--- src/rtl/led_matrix_column_scanner.sv ---
// Column-multiplexed LED matrix driver: blank gap, column dwell, one image snapshot per frame.
// Optional low-level blink is enabled with `define LED_MATRIX_LOW_LEVEL_BLINK_EN.
module led_matrix_column_scanner #(
    parameter int unsigned COLUMNS      = 5,
    parameter int unsigned ROWS         = 7,
    parameter int unsigned DWELL_CYCLES = 1000,
    parameter int unsigned BLANK_CYCLES = 16,
    parameter int unsigned BLINK_FRAMES = 32
) (
    input  logic                    clock,
    input  logic                    reset,
    input  logic                    scan_enable,
    input  logic [COLUMNS*ROWS-1:0] column_images,
    input  logic [1:0]              tank_level_status,
    output logic [COLUMNS-1:0]      columns_n,
    output logic [ROWS-1:0]         rows,
    output logic                    frame_tick
);

    localparam int unsigned MAX_CYC = (DWELL_CYCLES > BLANK_CYCLES) ? DWELL_CYCLES : BLANK_CYCLES;
    localparam int unsigned CNT_W   = $clog2(MAX_CYC + 1);
    localparam int unsigned COL_W   = (COLUMNS > 1) ? $clog2(COLUMNS) : 1;

    typedef enum logic [1:0] {StOff, StBlank, StDrive} state_e;

    state_e                  state_q, state_d;
    logic [COL_W-1:0]        col_q, col_d;
    logic [CNT_W-1:0]        cnt_q, cnt_d;
    logic [COLUMNS*ROWS-1:0] snapshot_q, snapshot_d;
    logic                    frame_tick_q, frame_tick_d;
    logic                    load_snap;
    logic                    row_gate;

    always_ff @(posedge clock) begin
        if (reset) begin
            state_q      <= StOff;
            col_q        <= '0;
            cnt_q        <= '0;
            snapshot_q   <= '0;
            frame_tick_q <= 1'b0;
        end else begin
            state_q      <= state_d;
            col_q        <= col_d;
            cnt_q        <= cnt_d;
            snapshot_q   <= snapshot_d;
            frame_tick_q <= frame_tick_d;
        end
    end

    always_comb begin
        state_d      = state_q;
        col_d        = col_q;
        cnt_d        = cnt_q;
        frame_tick_d = 1'b0;
        load_snap    = 1'b0;
        if (!scan_enable) begin
            state_d = StOff;
            col_d   = '0;
            cnt_d   = '0;
        end else begin
            unique case (state_q)
                StOff: begin
                    state_d   = StBlank;
                    col_d     = '0;
                    cnt_d     = '0;
                    load_snap = 1'b1;
                end
                StBlank: begin
                    if (cnt_q == CNT_W'(BLANK_CYCLES - 1)) begin
                        state_d = StDrive;
                        cnt_d   = '0;
                    end else begin
                        cnt_d = cnt_q + CNT_W'(1);
                    end
                end
                StDrive: begin
                    if (cnt_q == CNT_W'(DWELL_CYCLES - 1)) begin
                        state_d = StBlank;
                        cnt_d   = '0;
                        if (col_q == COL_W'(COLUMNS - 1)) begin
                            col_d        = '0;
                            load_snap    = 1'b1;
                            frame_tick_d = 1'b1;
                        end else begin
                            col_d = col_q + COL_W'(1);
                        end
                    end else begin
                        cnt_d = cnt_q + CNT_W'(1);
                    end
                end
                default: state_d = StOff;
            endcase
        end
        snapshot_d = load_snap ? column_images : snapshot_q;
    end

`ifdef LED_MATRIX_LOW_LEVEL_BLINK_EN
    localparam int unsigned FC_W = (BLINK_FRAMES > 1) ? $clog2(BLINK_FRAMES) : 1;

    logic [1:0]      snap_level_q;
    logic [FC_W-1:0] frame_cnt_q;
    logic            blink_phase_q;

    always_ff @(posedge clock) begin
        if (reset) begin
            snap_level_q  <= 2'b00;
            frame_cnt_q   <= '0;
            blink_phase_q <= 1'b1;
        end else begin
            if (load_snap) begin
                snap_level_q <= tank_level_status;
            end
            if (state_q == StOff || snap_level_q != 2'b00) begin
                frame_cnt_q   <= '0;
                blink_phase_q <= 1'b1;
            end else if (frame_tick_q) begin
                if (frame_cnt_q == FC_W'(BLINK_FRAMES - 1)) begin
                    frame_cnt_q   <= '0;
                    blink_phase_q <= ~blink_phase_q;
                end else begin
                    frame_cnt_q <= frame_cnt_q + FC_W'(1);
                end
            end
        end
    end

    assign row_gate = blink_phase_q;
`else
    logic [31:0] unused_cfg;
    assign unused_cfg = BLINK_FRAMES ^ {30'b0, tank_level_status};
    assign row_gate   = 1'b1;
`endif

    // Decoded only from registered state, so inputs never reach the pins combinationally.
    always_comb begin
        columns_n = '1;
        rows      = '0;
        if (state_q == StDrive) begin
            for (int c = 0; c < int'(COLUMNS); c++) begin
                if (col_q == COL_W'(c)) columns_n[c] = 1'b0;
            end
            rows = row_gate ? snapshot_q[col_q*ROWS +: ROWS] : '0;
        end
    end

    assign frame_tick = frame_tick_q;

endmodule

--- config.mk ---
export PLATFORM = sky130hd
export DESIGN_NAME = led_matrix_column_scanner
export DESIGN_NICKNAME = d
export VERILOG_FILES = /design/src/rtl/led_matrix_column_scanner.sv
export SDC_FILE = /design/constraint.sdc
export NUM_CORES = 1
export LEC_CHECK = 0
export CAP_MARGIN = 40
export CORE_MARGIN = 5
export CORE_UTILIZATION = 55
export CTS_BUF_LIST = sky130_fd_sc_hd__clkbuf_4 sky130_fd_sc_hd__clkbuf_8 sky130_fd_sc_hd__clkbuf_16
export DETAILED_ROUTE_END_ITERATION = 7
export DONT_BUFFER_PORTS = 1
export PLACE_DENSITY = 0.82
export SYNTH_ARGS = -nofsm -noshare
export SYNTH_HDL_FRONTEND = slang
export SYNTH_SLANG_ARGS = --single-unit
--- constraint.sdc ---
create_clock -name clock -period 6 [get_ports clock]
set_clock_uncertainty 0.15 [all_clocks]
set_input_delay 1.5 -clock clock [delete_from_list [all_inputs] [get_ports clock]]
set_output_delay 1.5 -clock clock [all_outputs]
set_load 0.01 [all_outputs]
==> run summary, run 1 <==
- **status** finished, final reports clean
- **RSZ-0062 raised after global routing** no
- **Required @ worst endpoint** 4.35 ns
- **worst hold slack** 0.339 ns
- **count of state elements after synthesis** 51
- **top achievable clock speed** 276 MHz
- **slack of the worst reg-to-reg path** 3.29 ns
- **final antenna diode count** 0
- **post-detailed-routing wire length** 5030 um
- **combinational fraction of design power** 10.6%
- **Ports** 53
- **pin count of the biggest net entering global routing** 38
- **number of buffers and inverters on the critical path** 0
- **Clock power frac** 31.7%
- **wire length per cell after detailed routing** 16.0 um
- **top cell type's share of synthesized area** 40.1%
- **number of failing setup endpoints in the final timing report** 0
- **number of gates resized after CTS** 0
- **vias in the first global route** 1822
- **signal arrival time at the worst endpoint** 1.97 ns
- **post-place setup slack** 2.50 ns
- **number of pins exceeding their max-slew limit in the final report** 0
- **summed instance area of the synthesized netlist** 2550 um2
- **first-pass iteration count of the detailed router** 4
- **die height** 78.1 um
- **cell-by-cell listing of the critical path** mux4_2 -> nand2_1 -> a21boi_0
- **count of warnings emitted by yosys** 0
- **number of rows created at floorplan** 24
- **overall routing resource usage** 16.7%
- **final count of hold timing violations** 0
- **chip width** 78.1 um
- **number of H-tree levels** 2
- **power density relative to cell area** 240 nW/um2
- **DIE AREA** 6090 um2
- **worst setup margin** 2.38 ns
- **Final TNS setup** 0 ns
- **post-detailed-route count of antenna-violating nets** 0
- **drt via density** 6.03
- **Worst path top cell family by delay** flip-flops
- **overall power consumption** 0.000633 W
- **antenna violations before repair** 0
- **cells taking the most area after synthesis** dfxtp_1 40%, mux2i_1 14%, nor2_1 6.3%
- **CP Capture Type** output port
- **Clock Sinks** 51
- **relative max-transition margin** 38.0%
- **worst vdd ir** 0.149 mV
- **mean instance size in the synthesized netlist** 9.47 um2
- **number of buffers added for setup after CTS** 0
- **clock input transition at the sequential cells of the worst setup and hold paths** 0.09 ns
- **count of maximum capacitance violations** 0
- **hold buffers post-CTS** 0
- **core area** 4410 um2
- **distinct cell type count of the synthesized netlist** 41
- **Post-Synthesis Net Count** 319
- **Starting DRT DRC Count** 128
- **Period Utilization, post-route** 60.3%
- **Initial Utilization** 57.7%
- **clock tree from TritonCTS** yes
- **post-DP HPWL** 3680 um
- **sequential cell fraction of total power** 57.8%
- **fin nets** 311
- **worst hold path type** reg2reg
- **crit path max fanout** 13
- **via count** 1894
- **insertion delay of the later-clocked pin in the worst-skew pair** 0.30 ns
- **fin crit period** 3.62 ns
- **instance count of the mapped netlist** 269
- **Synth-to-Final Area Change** 3.29%
- **final non-filler cell area** 2630 um2
- **area leader, netlist** dfxtp_1
- **power spent charging and discharging nets** 0.000155 W
- **internal power** 0.000478 W
- **area post-placement** 2540 um2
- **root cell of the clock tree** clkbuf_8
- **# DRC** 0
- **Final Wtd Congestion** 0.811
- **Overflow after GRT** 0
- **critical path type** reg2out
- **maximum cell stage delay along the critical path** 0.78 ns
- **CTS max path bufs** 2
- **Switching Fraction** 24.5%
- **first-pass GRT wire length** 8390 um
- **clock buffers created by TritonCTS** 5
- **transition time of the tightest slew-check pin** 0.928 ns
- **Static Leakage** 1.01 nW
- **fraction of final layout cells sized beyond drive strength 1** 10.3%
- **critical path launch point type** flip-flop
- **count of buffers from port buffering** 0
- **sequential share of the synthesized area** 40.1%
- **master of the slowest instance on the critical path** dfxtp_1
## through the flow
| stage | util, % | std cells |
|---|---|---|
| floorplan | - | 269 |
| CTS | 59.6 | 314 |
| global route | 59.6 | 314 |
| detailed placement | 57.5 | 306 |
| global placement | 57.5 | 306 |
| finish | 59.6 | 314 |
## path summary, 6_finish.rpt
path / from / to / cells after the start
worst max-delay path: col_q[0]$_SDFFE_PP0P_ / rows[2] / 3
worst max register to register: col_q[0]$_SDFFE_PP0P_ / snapshot_q[7]$_SDFFE_PP0P_ / 8
worst min-delay path: cnt_q[1]$_SDFFE_PP0P_ / cnt_q[1]$_SDFFE_PP0P_ / 2
worst min register to register: cnt_q[1]$_SDFFE_PP0P_ / cnt_q[1]$_SDFFE_PP0P_ / 2
## final cells by class
class	count	area (um2)
clock buffers	6	76.3
multi-input cells	194	1410
clock inverters	2	17.5
inverters	8	30.0
repair buffers	1	7.51
well taps	52	65.1
fillers	391	1780
flip-flops and latches	51	1020
## cell families after synthesis
logic type | after synthesis | share of synthesized area, %
buf+inv | 24 | 4.86
simple gates | 107 | 19.5
flops | 51 | 40.1
compound gates | 35 | 10.7
mux | 42 | 19.9
fa+ha+maj | 10 | 4.91
## layout by cell type (no fill, tap or decap), drive strengths merged
cell and n:
nand3 16, nor3 2, nand2b 4, o31ai 1, or4b 1, nor2b 2, o211ai 1, and2 3
nand4 3, a31oi 1, mux2i 35, inv 7, dfxtp 51, mux4 7, o41ai 1, clkinv 3
o32ai 1, nor4 1, a2bb2oi 1, a211o 1, a21boi 7, a32oi 2, or4 2, or3 2
nand3b 2, a21oi 9, nor2 43, ha 10, o2111ai 1, or2 3, nand2 23, o311ai 2
o21ai 6, a221oi 1, clkbuf 6, buf 1
## layer usage
metal	up-vias	routed length, um	share of wire (%)	global-route usage, %
met4	0	44	0.87	4.05
met1	917	2220	44	22.0
met2	48	2400	48	26.6
li1	924	-	-	-
met3	5	361	7.2	5.61
met5	-	0	0	0
## worst min-delay path: cells and delay by family (launching register included)
kind | cells | cell delay, ns
flip-flops | 1 | 0.33
AND/OR/NAND/NOR | 1 | 0.07
AO/OA/AOI/OAI | 1 | 0.05
## power by group through the flow
stage / registers (W) / clock network, W / logic [W]
2_1_floorplan: 0.000370 / 0 / 0.0000642
3_3_place_gp: 0.000372 / 0 / 0.0000646
3_5_place_dp: 0.000374 / 0 / 0.0000672
4_1_cts: 0.000366 / 0.000207 / 0.0000676
5_1_grt: 0.000368 / 0.000222 / 0.0000747
6_report: 0.000366 / 0.000200 / 0.0000668
## flip-flops by register name, summed over array words and instances, names as in the netlist
signal / flops
cnt_q: 10
col_q: 3
frame_tick: 1
snapshot_q: 35
state_q: 2
## cells in the mapped netlist, drive strengths merged
cell type  number
buf             8
mux4            7
ha             10
inv             7
or4b            1
a32oi           2
nor4            1
o31ai           1
nor2           43
and2            3
a2bb2oi         1
dfxtp          51
mux2i          35
nand4           3
o32ai           1
nor2b           2
a21oi           9
nand2          23
a211o           1
nand3b          2
or2             3
a31oi           1
a221oi          1
o311ai          2
or3             2
o21ai           6
nand3          16
clkbuf          8
nor3            2
o211ai          1
a21boi          7
nand2b          4
or4             2
clkinv          1
o2111ai         1
o41ai           1
No activity file was read; power rests on OpenSTA's default activity.
==> inputs of run 2 (changes only) <==
- clock period: 6 -> 3.75 ns (I/O delays scaled with it)
==> run summary, run 2 (same netlist as run 1, synthesis figures left out) <==
- **status** finished, final reports clean, unchanged
- **register bank with the most flops** snapshot_q, unchanged
- **critical path launch point type** flip-flop, unchanged
- **post-DP HPWL** 3740 um, was 3680 um
- **worst setup margin** 0.699 ns, was 2.38 ns
- **area taken by flip-flops and latches** 1020 um2, unchanged
- **drt via density** 5.99, was 6.03
- **number of rows created at floorplan** 24, unchanged
- **leading registers by flop count** snapshot_q x35, cnt_q x10, col_q x3, unchanged
- **most common cell after layout, fill and taps aside** dfxtp_1, unchanged
- **overall power consumption** 0.00103 W, was 0.000633 W
- **Required @ worst endpoint** 2.66 ns, was 4.35 ns
- **critical path type** reg2out, unchanged
- **cell count after placement** 308, was 306
- **hold buffers post-CTS** 0, unchanged
- **insertion delay of the later-clocked pin in the worst-skew pair** 0.31 ns, was 0.30 ns
- **CP Capture Type** output port, unchanged
- **core area** 4410 um2, unchanged
- **die height** 78.1 um, unchanged
- **transition time of the tightest slew-check pin** 0.691 ns, was 0.928 ns
- **first-pass GRT wire length** 8630 um, was 8390 um
- **Hold Crit Depth** 2, unchanged
- **Clock Sinks** 51, unchanged
- **overall routing resource usage** 17.2%, was 16.7%
- **instance count on the critical path** 3, unchanged
- **Initial Utilization** 57.7%, unchanged
- **clock input transition at the sequential cells of the worst setup and hold paths** 0.10 ns, was 0.09 ns
- **maximum cell stage delay along the critical path** 0.78 ns, about the same
- **first-pass iteration count of the detailed router** 4, unchanged
- **footprint of the multi-input gates** 1410 um2, unchanged
- **Worst path top cell family by delay** flip-flops, unchanged
- **power density relative to cell area** 388 nW/um2, was 240 nW/um2
- **final count of hold timing violations** 0, unchanged
- **top achievable clock speed** 328 MHz
- **root cell of the clock tree** clkbuf_8, unchanged
- **fin crit period** 3.05 ns
- **number of cells in the finished layout apart from fillers** 316, was 314
- **clock tree from TritonCTS** yes, unchanged
- **vias in the first global route** 1823, was 1822
- **Largest register FFs** 35, unchanged
- **worst hold path type** reg2reg, unchanged
- **worst hold slack** 0.347 ns, was 0.339 ns
- **number of H-tree levels** 2, unchanged
- **Starting DRT DRC Count** 127, was 128
- **fin nets** 313, was 311
- **wire length per cell after detailed routing** 16.3 um, was 16.0 um
- **cell-by-cell listing of the critical path** mux4_2 -> nand2_1 -> a21boi_0, unchanged
- **signal arrival time at the worst endpoint** 1.96 ns, was 1.97 ns
- **count of maximum capacitance violations** 0, unchanged
- **count of buffers from port buffering** 0, unchanged
- **CTS max path bufs** 2, unchanged
- **number of buffers added for setup after CTS** 0, unchanged
- **count of filler cells inserted in the layout** 388, was 391
- **crit path max fanout** 13, unchanged
- **relative max-transition margin** 53.9%, was 38.0%
- **number of gates resized after CTS** 0, unchanged
- **number of failing setup endpoints in the final timing report** 0, unchanged
- **number of buffers and inverters on the critical path** 0, unchanged
- **antenna violations before repair** 0, unchanged
- **path depth of the worst reg2reg path** 8, unchanged
- **number of pins exceeding their max-slew limit in the final report** 0, unchanged
- **DIE AREA** 6090 um2, unchanged
- **Synth-to-Final Area Change** 3.88%, was 3.29%
- **Final Wtd Congestion** 0.790, was 0.811
- **Period Utilization, post-route** 81.4%
- **pin count of the biggest net entering global routing** 38, unchanged
- **post-detailed-route count of antenna-violating nets** 0, unchanged
- **post-place setup slack** 1.02 ns, was 2.50 ns
- **chip width** 78.1 um, unchanged
- **Final TNS setup** 0 ns, unchanged
- **most frequent cells in the layout** 51 x dfxtp_1, 43 x nor2_1, 35 x mux2i_1, 23 x nand2_1, 16 x nand3_1, unchanged
- **clock buffers created by TritonCTS** 5, unchanged
- **worst vdd ir** 0.252 mV, was 0.149 mV
- **# DRC** 0, unchanged
- **Static Leakage** 1.02 nW, was 1.01 nW
- **fraction of final layout cells sized beyond drive strength 1** 11.0%, was 10.3%
- **master of the slowest instance on the critical path** dfxtp_1, unchanged
- **final antenna diode count** 0, unchanged
- **Ports** 53, unchanged
- **via count** 1893, was 1894
- **Overflow after GRT** 0, unchanged
- **RSZ-0062 raised after global routing** no, unchanged
- **post-detailed-routing wire length** 5140 um, was 5030 um
-- run 2: area by class of cell --
cell class | count | share of cell area [%]
Multi-Input combinational cell | 194 | 53.4
Sequential cell | 51 | 38.6
Clock buffer | 6 | 2.88
Tap cell | 52 | 2.46
Inverter | 8 | 1.13
Timing Repair Buffer | 3 | 0.851
Clock inverter | 2 | 0.662
-- run 2: stage by stage --
step | area [um2] | utilization (%)
after floorplan | 2550 | -
after global placement | 2550 | 57.8
after detailed placement | 2550 | 57.8
after CTS | 2650 | 59.9
after global routing | 2650 | 59.9
final | 2650 | 59.9
-- run 2: worst register-to-register path, stage by stage (launching register included) --
cell and delay, ns:
dfxtp_1 0.36, inv_1 0.10, ha_1 0.46, nand3_1 0.27
nor4_1 0.59, o21ai_4 0.08, buf_4 0.26, mux2i_1 0.23
nor2_1 0.05
-- run 2: final timing paths --
check                           from  slack (ns)                         end
max            col_q[0]$_SDFFE_PP0P_        0.70                     rows[3]
min            cnt_q[1]$_SDFFE_PP0P_        0.35       cnt_q[1]$_SDFFE_PP0P_
max reg2reg  state_q[0]$_SDFFE_PP0P_        1.10  snapshot_q[2]$_SDFFE_PP0P_
min reg2reg    cnt_q[1]$_SDFFE_PP0P_        0.35       cnt_q[1]$_SDFFE_PP0P_
-- run 2: power by group --
| group | total [W] | internal (W) | switching (W) |
|---|---|---|---|
| sequential | 0.000586 | 0.000570 | 0.0000157 |
| combinational | 0.000110 | 0.0000544 | 0.0000554 |
| clock | 0.000332 | 0.000142 | 0.000190 |
| total | 0.00103 | 0.000766 | 0.000261 |
-- run 2: routing by layer --
layer | share of wire, % | track usage (%) | vias up
met2 | 45 | 25.6 | 59
met1 | 45 | 22.8 | 891
li1 | - | - | 935
met4 | 1.4 | 5.41 | 0
met3 | 8.5 | 7.09 | 8
met5 | 0 | 0 | -
